--- config.mk ---
export PLATFORM = sky130hd
export DESIGN_NAME = mux_unstriping
export DESIGN_NICKNAME = d
export VERILOG_FILES = /design/src/rtl/mux_unstriping_pkg.sv /design/src/rtl/mux_unstriping_lane_fifo.sv /design/src/rtl/mux_unstriping.sv
export SDC_FILE = /design/constraint.sdc
export NUM_CORES = 1
export LEC_CHECK = 0
export ABC_AREA = 0
export BUFFER_PORTS_ARGS = -buffer_cell sky130_fd_sc_hd__buf_2
export CAP_MARGIN = 20
export CORE_MARGIN = 4
export CORE_UTILIZATION = 39
export DETAILED_ROUTE_END_ITERATION = 10
export PLACE_DENSITY = 0.55
export SLEW_MARGIN = 20
export SYNTH_ARGS = -nofsm -noshare
export SYNTH_HDL_FRONTEND = slang
export SYNTH_HIERARCHICAL = 1
export SYNTH_SLANG_ARGS = --single-unit
--- constraint.sdc ---
create_clock -name clk_f -period 4.49 [get_ports clk_f]
set_clock_uncertainty 0.2 [all_clocks]
set_input_delay 0.449 -clock clk_f [delete_from_list [all_inputs] [get_ports clk_f]]
set_output_delay 0.449 -clock clk_f [all_outputs]
set_load 0.005 [all_outputs]
--- src/rtl/mux_unstriping_pkg.sv ---
// Shared definitions for the two-lane unstriping stage: default word width,
// lane indices and FIFO pointer sizing.
package mux_unstriping_pkg;

  localparam int DATA_W_DEF = 32;

  localparam logic LANE0 = 1'b0;
  localparam logic LANE1 = 1'b1;

  // Pointer width for a FIFO of the given depth; never narrower than one bit.
  function automatic int ptr_w(input int depth);
    return (depth > 1) ? $clog2(depth) : 1;
  endfunction

endpackage

--- src/rtl/mux_unstriping_lane_fifo.sv ---
// Per-lane synchronous FIFO with asynchronous active-low reset. The head word
// is read combinationally; push into full and pop from empty are ignored.
module lane_fifo
  import mux_unstriping_pkg::*;
#(
  parameter int DATA_W = DATA_W_DEF,
  parameter int DEPTH  = 4,
  localparam int PTR_W = ptr_w(DEPTH)
) (
  input  logic              clk_f,
  input  logic              reset_L,
  input  logic              push,
  input  logic              pop,
  input  logic [DATA_W-1:0] din,
  output logic [DATA_W-1:0] dout,
  output logic              full,
  output logic              empty,
  output logic [PTR_W:0]    count
);

  localparam logic [PTR_W:0] FULL_CNT = (PTR_W + 1)'(DEPTH);

  logic [DATA_W-1:0] mem [DEPTH];
  logic [PTR_W-1:0]  wr_ptr;
  logic [PTR_W-1:0]  rd_ptr;
  logic              do_push;
  logic              do_pop;

  assign do_push = push && !full;
  assign do_pop  = pop && !empty;

  assign full  = (count == FULL_CNT);
  assign empty = (count == '0);
  assign dout  = mem[rd_ptr];

  // Storage is not reset: only pointers and count define what is valid.
  always_ff @(posedge clk_f) begin
    if (do_push) mem[wr_ptr] <= din;
  end

  always_ff @(posedge clk_f or negedge reset_L) begin
    if (!reset_L) begin
      wr_ptr <= '0;
      rd_ptr <= '0;
      count  <= '0;
    end else begin
      if (do_push) wr_ptr <= wr_ptr + 1'b1;
      if (do_pop)  rd_ptr <= rd_ptr + 1'b1;
      case ({do_push, do_pop})
        2'b10:   count <= count + 1'b1;
        2'b01:   count <= count - 1'b1;
        default: count <= count;
      endcase
    end
  end

endmodule

--- src/rtl/mux_unstriping.sv ---
// Merges two lane FIFOs back into one stream by strict alternation starting
// at lane 0, restoring the word order produced by the striping stage.
module mux_unstriping
  import mux_unstriping_pkg::*;
#(
  parameter int DATA_W = DATA_W_DEF,
  parameter int DEPTH  = 4
) (
  input  logic              clk_f,
  input  logic              reset_L,
  input  logic [DATA_W-1:0] data_in0,
  input  logic              valid_in0,
  output logic              ready_out0,
  input  logic [DATA_W-1:0] data_in1,
  input  logic              valid_in1,
  output logic              ready_out1,
  output logic [DATA_W-1:0] data_out,
  output logic              valid_out,
  input  logic              ready_in,
  output logic              lane_sel
);

  localparam int CNT_W = ptr_w(DEPTH) + 1;
  localparam logic [CNT_W-1:0] FULL_CNT = CNT_W'(DEPTH);

  // Handshake: a word moves on any edge where valid and ready are both high;
  // valid never waits on ready, and a ready output depends only on registered
  // state (plus reset), so no combinational path runs from valid to ready.

  logic [DATA_W-1:0] head0, head1;
  logic              full0, full1;
  logic              empty0, empty1;
  logic [CNT_W-1:0]  count0, count1;
  logic              push0, push1;
  logic              pop0, pop1;
  logic              unused_full;

  assign ready_out0  = reset_L && (count0 != FULL_CNT);
  assign ready_out1  = reset_L && (count1 != FULL_CNT);
  assign push0       = valid_in0 && ready_out0;
  assign push1       = valid_in1 && ready_out1;
  assign unused_full = full0 ^ full1;

  lane_fifo #(.DATA_W(DATA_W), .DEPTH(DEPTH)) u_fifo0 (
    .clk_f   (clk_f),
    .reset_L (reset_L),
    .push    (push0),
    .pop     (pop0),
    .din     (data_in0),
    .dout    (head0),
    .full    (full0),
    .empty   (empty0),
    .count   (count0)
  );

  lane_fifo #(.DATA_W(DATA_W), .DEPTH(DEPTH)) u_fifo1 (
    .clk_f   (clk_f),
    .reset_L (reset_L),
    .push    (push1),
    .pop     (pop1),
    .din     (data_in1),
    .dout    (head1),
    .full    (full1),
    .empty   (empty1),
    .count   (count1)
  );

  logic              may_load;
  logic              sel_empty;
  logic [DATA_W-1:0] sel_head;
  logic [DATA_W-1:0] data_nxt;
  logic              valid_nxt;
  logic              lane_sel_nxt;

  // Only the selected lane is ever consulted; that is what preserves order.
  always_comb begin
    may_load     = !valid_out || ready_in;
    sel_empty    = (lane_sel == LANE0) ? empty0 : empty1;
    sel_head     = (lane_sel == LANE0) ? head0 : head1;
    data_nxt     = data_out;
    valid_nxt    = valid_out;
    lane_sel_nxt = lane_sel;
    pop0         = 1'b0;
    pop1         = 1'b0;
    if (may_load) begin
      if (!sel_empty) begin
        data_nxt     = sel_head;
        valid_nxt    = 1'b1;
        lane_sel_nxt = ~lane_sel;
        pop0         = (lane_sel == LANE0);
        pop1         = (lane_sel == LANE1);
      end else if (ready_in) begin
        valid_nxt = 1'b0;
      end
    end
  end

  always_ff @(posedge clk_f or negedge reset_L) begin
    if (!reset_L) begin
      data_out  <= '0;
      valid_out <= 1'b0;
      lane_sel  <= LANE0;
    end else begin
      data_out  <= data_nxt;
      valid_out <= valid_nxt;
      lane_sel  <= lane_sel_nxt;
    end
  end

endmodule
==> results.yml <==
sta:
  relSlewSlack_pct: 36.8
  finalCriticalPeriod_ps: 3100
  rsz0062_at_grt: "no"
  final_max_slew_viol_count: 0
  worst_pin_slew_ps: 947
  clock.fmax_mhz: 323
  hold_viol_final: 0
  hold_ws_ps: 25.9
  finalCritPeriodShare_pct: 68.9
  tns_ps: 0
  setup_viol: 0
pwr:
  clockPowerShare_pct: 29.5
  peakVddDrop_mv: 0.269
  p_int_w: 0.00672
  leakagePower_nw: 5.26
  p_sw_w: 0.00255
  pwr-share-seq_pct: 43.4
  p_sw_share_pct: 27.5
  combPwrFrac_pct: 27.1
  power-per-cell-area_nw_per_um2: 633
drt:
  routed_via_density: 4.95
  routed_wl_mm: 25.6
  drc: 0
  initialDrtViolationCount: 339
  first_pass_iters: 4
  ant_nets: 0
  vias: 5640
  avgRoutedWirePerCell_um: 22.5
yosys:
  synth_ff_type: "edfxtp_1"
  yosysWarningCount: 6
  synth_edf_count: 256
  netlist_instances: 531
  async_flop_share_pct: 15.8
  synth_top_area_share_pct: 63.9
  synth_cell_types: 32
  ys_top_cells_by_area: "edfxtp_1 (64%), mux4_2 (10%), dfrtp_1 (10%)"
  synth_nets: 612
  syn_area_um2: 12000
  syn_avg_cell_area_um2: 22.7
  ys_seq_area_share_pct: 73.9
  yosys.area.top_type: "edfxtp_1"
  synth-seq-cells: 304
worst_setup_path:
  crit_path_cell_trace: "dlygate4sd3_1 > buf_2 > a21boi_0 > and2_1 > nor2b_2 > and2_2"
  crit_type: "input port to register"
  arrival_ps: 3020
  cp-end-kind: "register"
  cp_top_family: "simple AND/OR/NAND/NOR gates"
  max_stage_delay_ps: 830
  critPathMaxFanout: 32
  startpoint_type: "input port"
  critPathBufInv: 2
  slowest_stage: "and2_2"
  crit_required_ps: 4410
die:
  die-area_um2: 33700
  fp-row-count: 64
  core_um2: 30500
  io_pins: 105
  dieWidth_um: 184
  die_y_um: 184
  start_util_pct: 39.4
clocking:
  cts_buffers: 34
  cts_tree: "built"
  clock_sinks: 304
  root_buffer: "clkbuf_16"
  path_clk_slew_ps: 60
  cts_buffer_depth: 3
  htree_levels: 2
  cts-resized-gates: 0
  clock_latency_ps: 500
final_layout:
  final_cell_mix: "edfxtp_1 (256), buf_2 (104), dlygate4sd3_1 (64)"
  area_growth_pct: 21.7
  fin_nets: 798
  layout_commonest_cell: "edfxtp_1"
  layout.cells.non_filler: 1140
  drive_gt1_share_pct: 40.6
grt:
  grt_usage_pct: 15.4
  grt-ovfl-total: 0
  antenna_found_initial: 1
  grt_max_degree: 34
  grt_first_pass_wirelength_mm: 39.0
  grt_pass1_vias: 6263
placed_design:
  dp.cells: 1013
  port_buffers: 104
  hpwl_mm: 16.8
  globalplace.congestion: 0.720
run_status:
  status: "finished clean"
hold_path:
  min_path_type: "input port to register"
job:
  cap_viol_max_count: 0
routing by layer:
metal  track usage (%)  share of wire, %
met3              2.73               4.5
met4              4.83               2.6
met2              27.3                53
met1              19.4                40
met5                 0                 0
flip-flops by register name (all words and copies together) (netlist names):
signal          count
u_fifo1/wr_ptr      2
u_fifo1/rd_ptr      2
u_fifo0/wr_ptr      2
valid_out           1
data_out           32
lane_sel            1
u_fifo0/count       3
u_fifo0/rd_ptr      2
u_fifo1/count       3
u_fifo1/mem       128
u_fifo0/mem       128
cells in the mapped netlist, types with 2 or more instances:
cell type / number
ha_1: 10
nor2b_1: 2
a21boi_0: 2
buf_6: 7
nor3_1: 3
nor2_1: 4
nand2_1: 2
dfrtp_1: 48
edfxtp_1: 256
clkbuf_1: 5
mux4_1: 8
mux2_2: 34
mux2_1: 2
xnor2_1: 6
buf_12: 6
mux4_2: 56
nor2b_2: 2
and2_1: 10
o31a_1: 2
mux2_4: 30
mux2i_1: 2
nor3b_2: 2
inv_1: 12
buf_2: 6
fa_1: 2
xor2_1: 6
final timing paths:
path	from	end	slack [ps]	cells after the start
max reg2reg	u_fifo1/rd_ptr[0]$_DFFE_PN0P_	data_out[16]$_DFFE_PN0P_	1810	4
min reg2reg	data_out[30]$_DFFE_PN0P_	data_out[30]$_DFFE_PN0P_	310	1
min	data_in1[14]	u_fifo1/mem[2][14]$_DFFE_PP_	30	1
max	reset_L	u_fifo0/mem[2][25]$_DFFE_PP_	1390	6
min in group asynchronous	reset_L	u_fifo1/count[2]$_DFFE_PN0P_	300	2
max in group asynchronous	reset_L	u_fifo1/rd_ptr[1]$_DFFE_PN0P_	3060	3
timing repair:
action	in CTS	in global routing
hold buffers	64	0
hold endpoints to repair	264	0
buffers inserted	0	0
kinds of logic (layout without fill, tap and decap cells):
kind of cell             count (synthesis)  after routing  synth area share (%)
buffers and inverters                   36            248                  2.43
adder cells (fa/ha/maj)                 12             12                  1.37
AND/OR/NAND/NOR                         29             29                  1.53
AO/OA/AOI/OAI                            6              6                 0.374
multiplexers                           132            132                  19.5
flip-flops                             304            304                  73.9
other                                    0              1                     0
XOR/XNOR                                12             12                 0.874
per-stage QoR:
stage | total power [W] | setup WS (ps) | cell area, um2 | util, %
2_1_floorplan | 0.00591 | 1980 | 12000 | -
3_3_place_gp | 0.00654 | 1560 | 12900 | 42.1
3_5_place_dp | 0.00663 | 1450 | 12900 | 42.1
4_1_cts | 0.00945 | 1350 | 14600 | 48.0
5_1_grt | 0.00977 | 1180 | 14600 | 48.0
6_report | 0.00927 | 1390 | 14600 | 48.0
layout make-up:
class	instances	area (um2)
multi-input cells	191	2860
diodes	1	2.50
well taps	396	495
inverters	12	45.0
repair buffers	174	1210
fillers	2487	15900
clock buffers	52	1050
flip-flops and latches	304	8890
clock inverters	10	82.6
power by group through the flow:
stage	Clock, W	Combinational [W]	Sequential (W)
4_1_cts	0.00281	0.00260	0.00404
5_1_grt	0.00295	0.00273	0.00409
3_3_place_gp	0	0.00248	0.00405
3_5_place_dp	0	0.00253	0.00409
2_1_floorplan	0	0.00210	0.00381
6_report	0.00274	0.00252	0.00402
(Power assumes the default switching activity.)
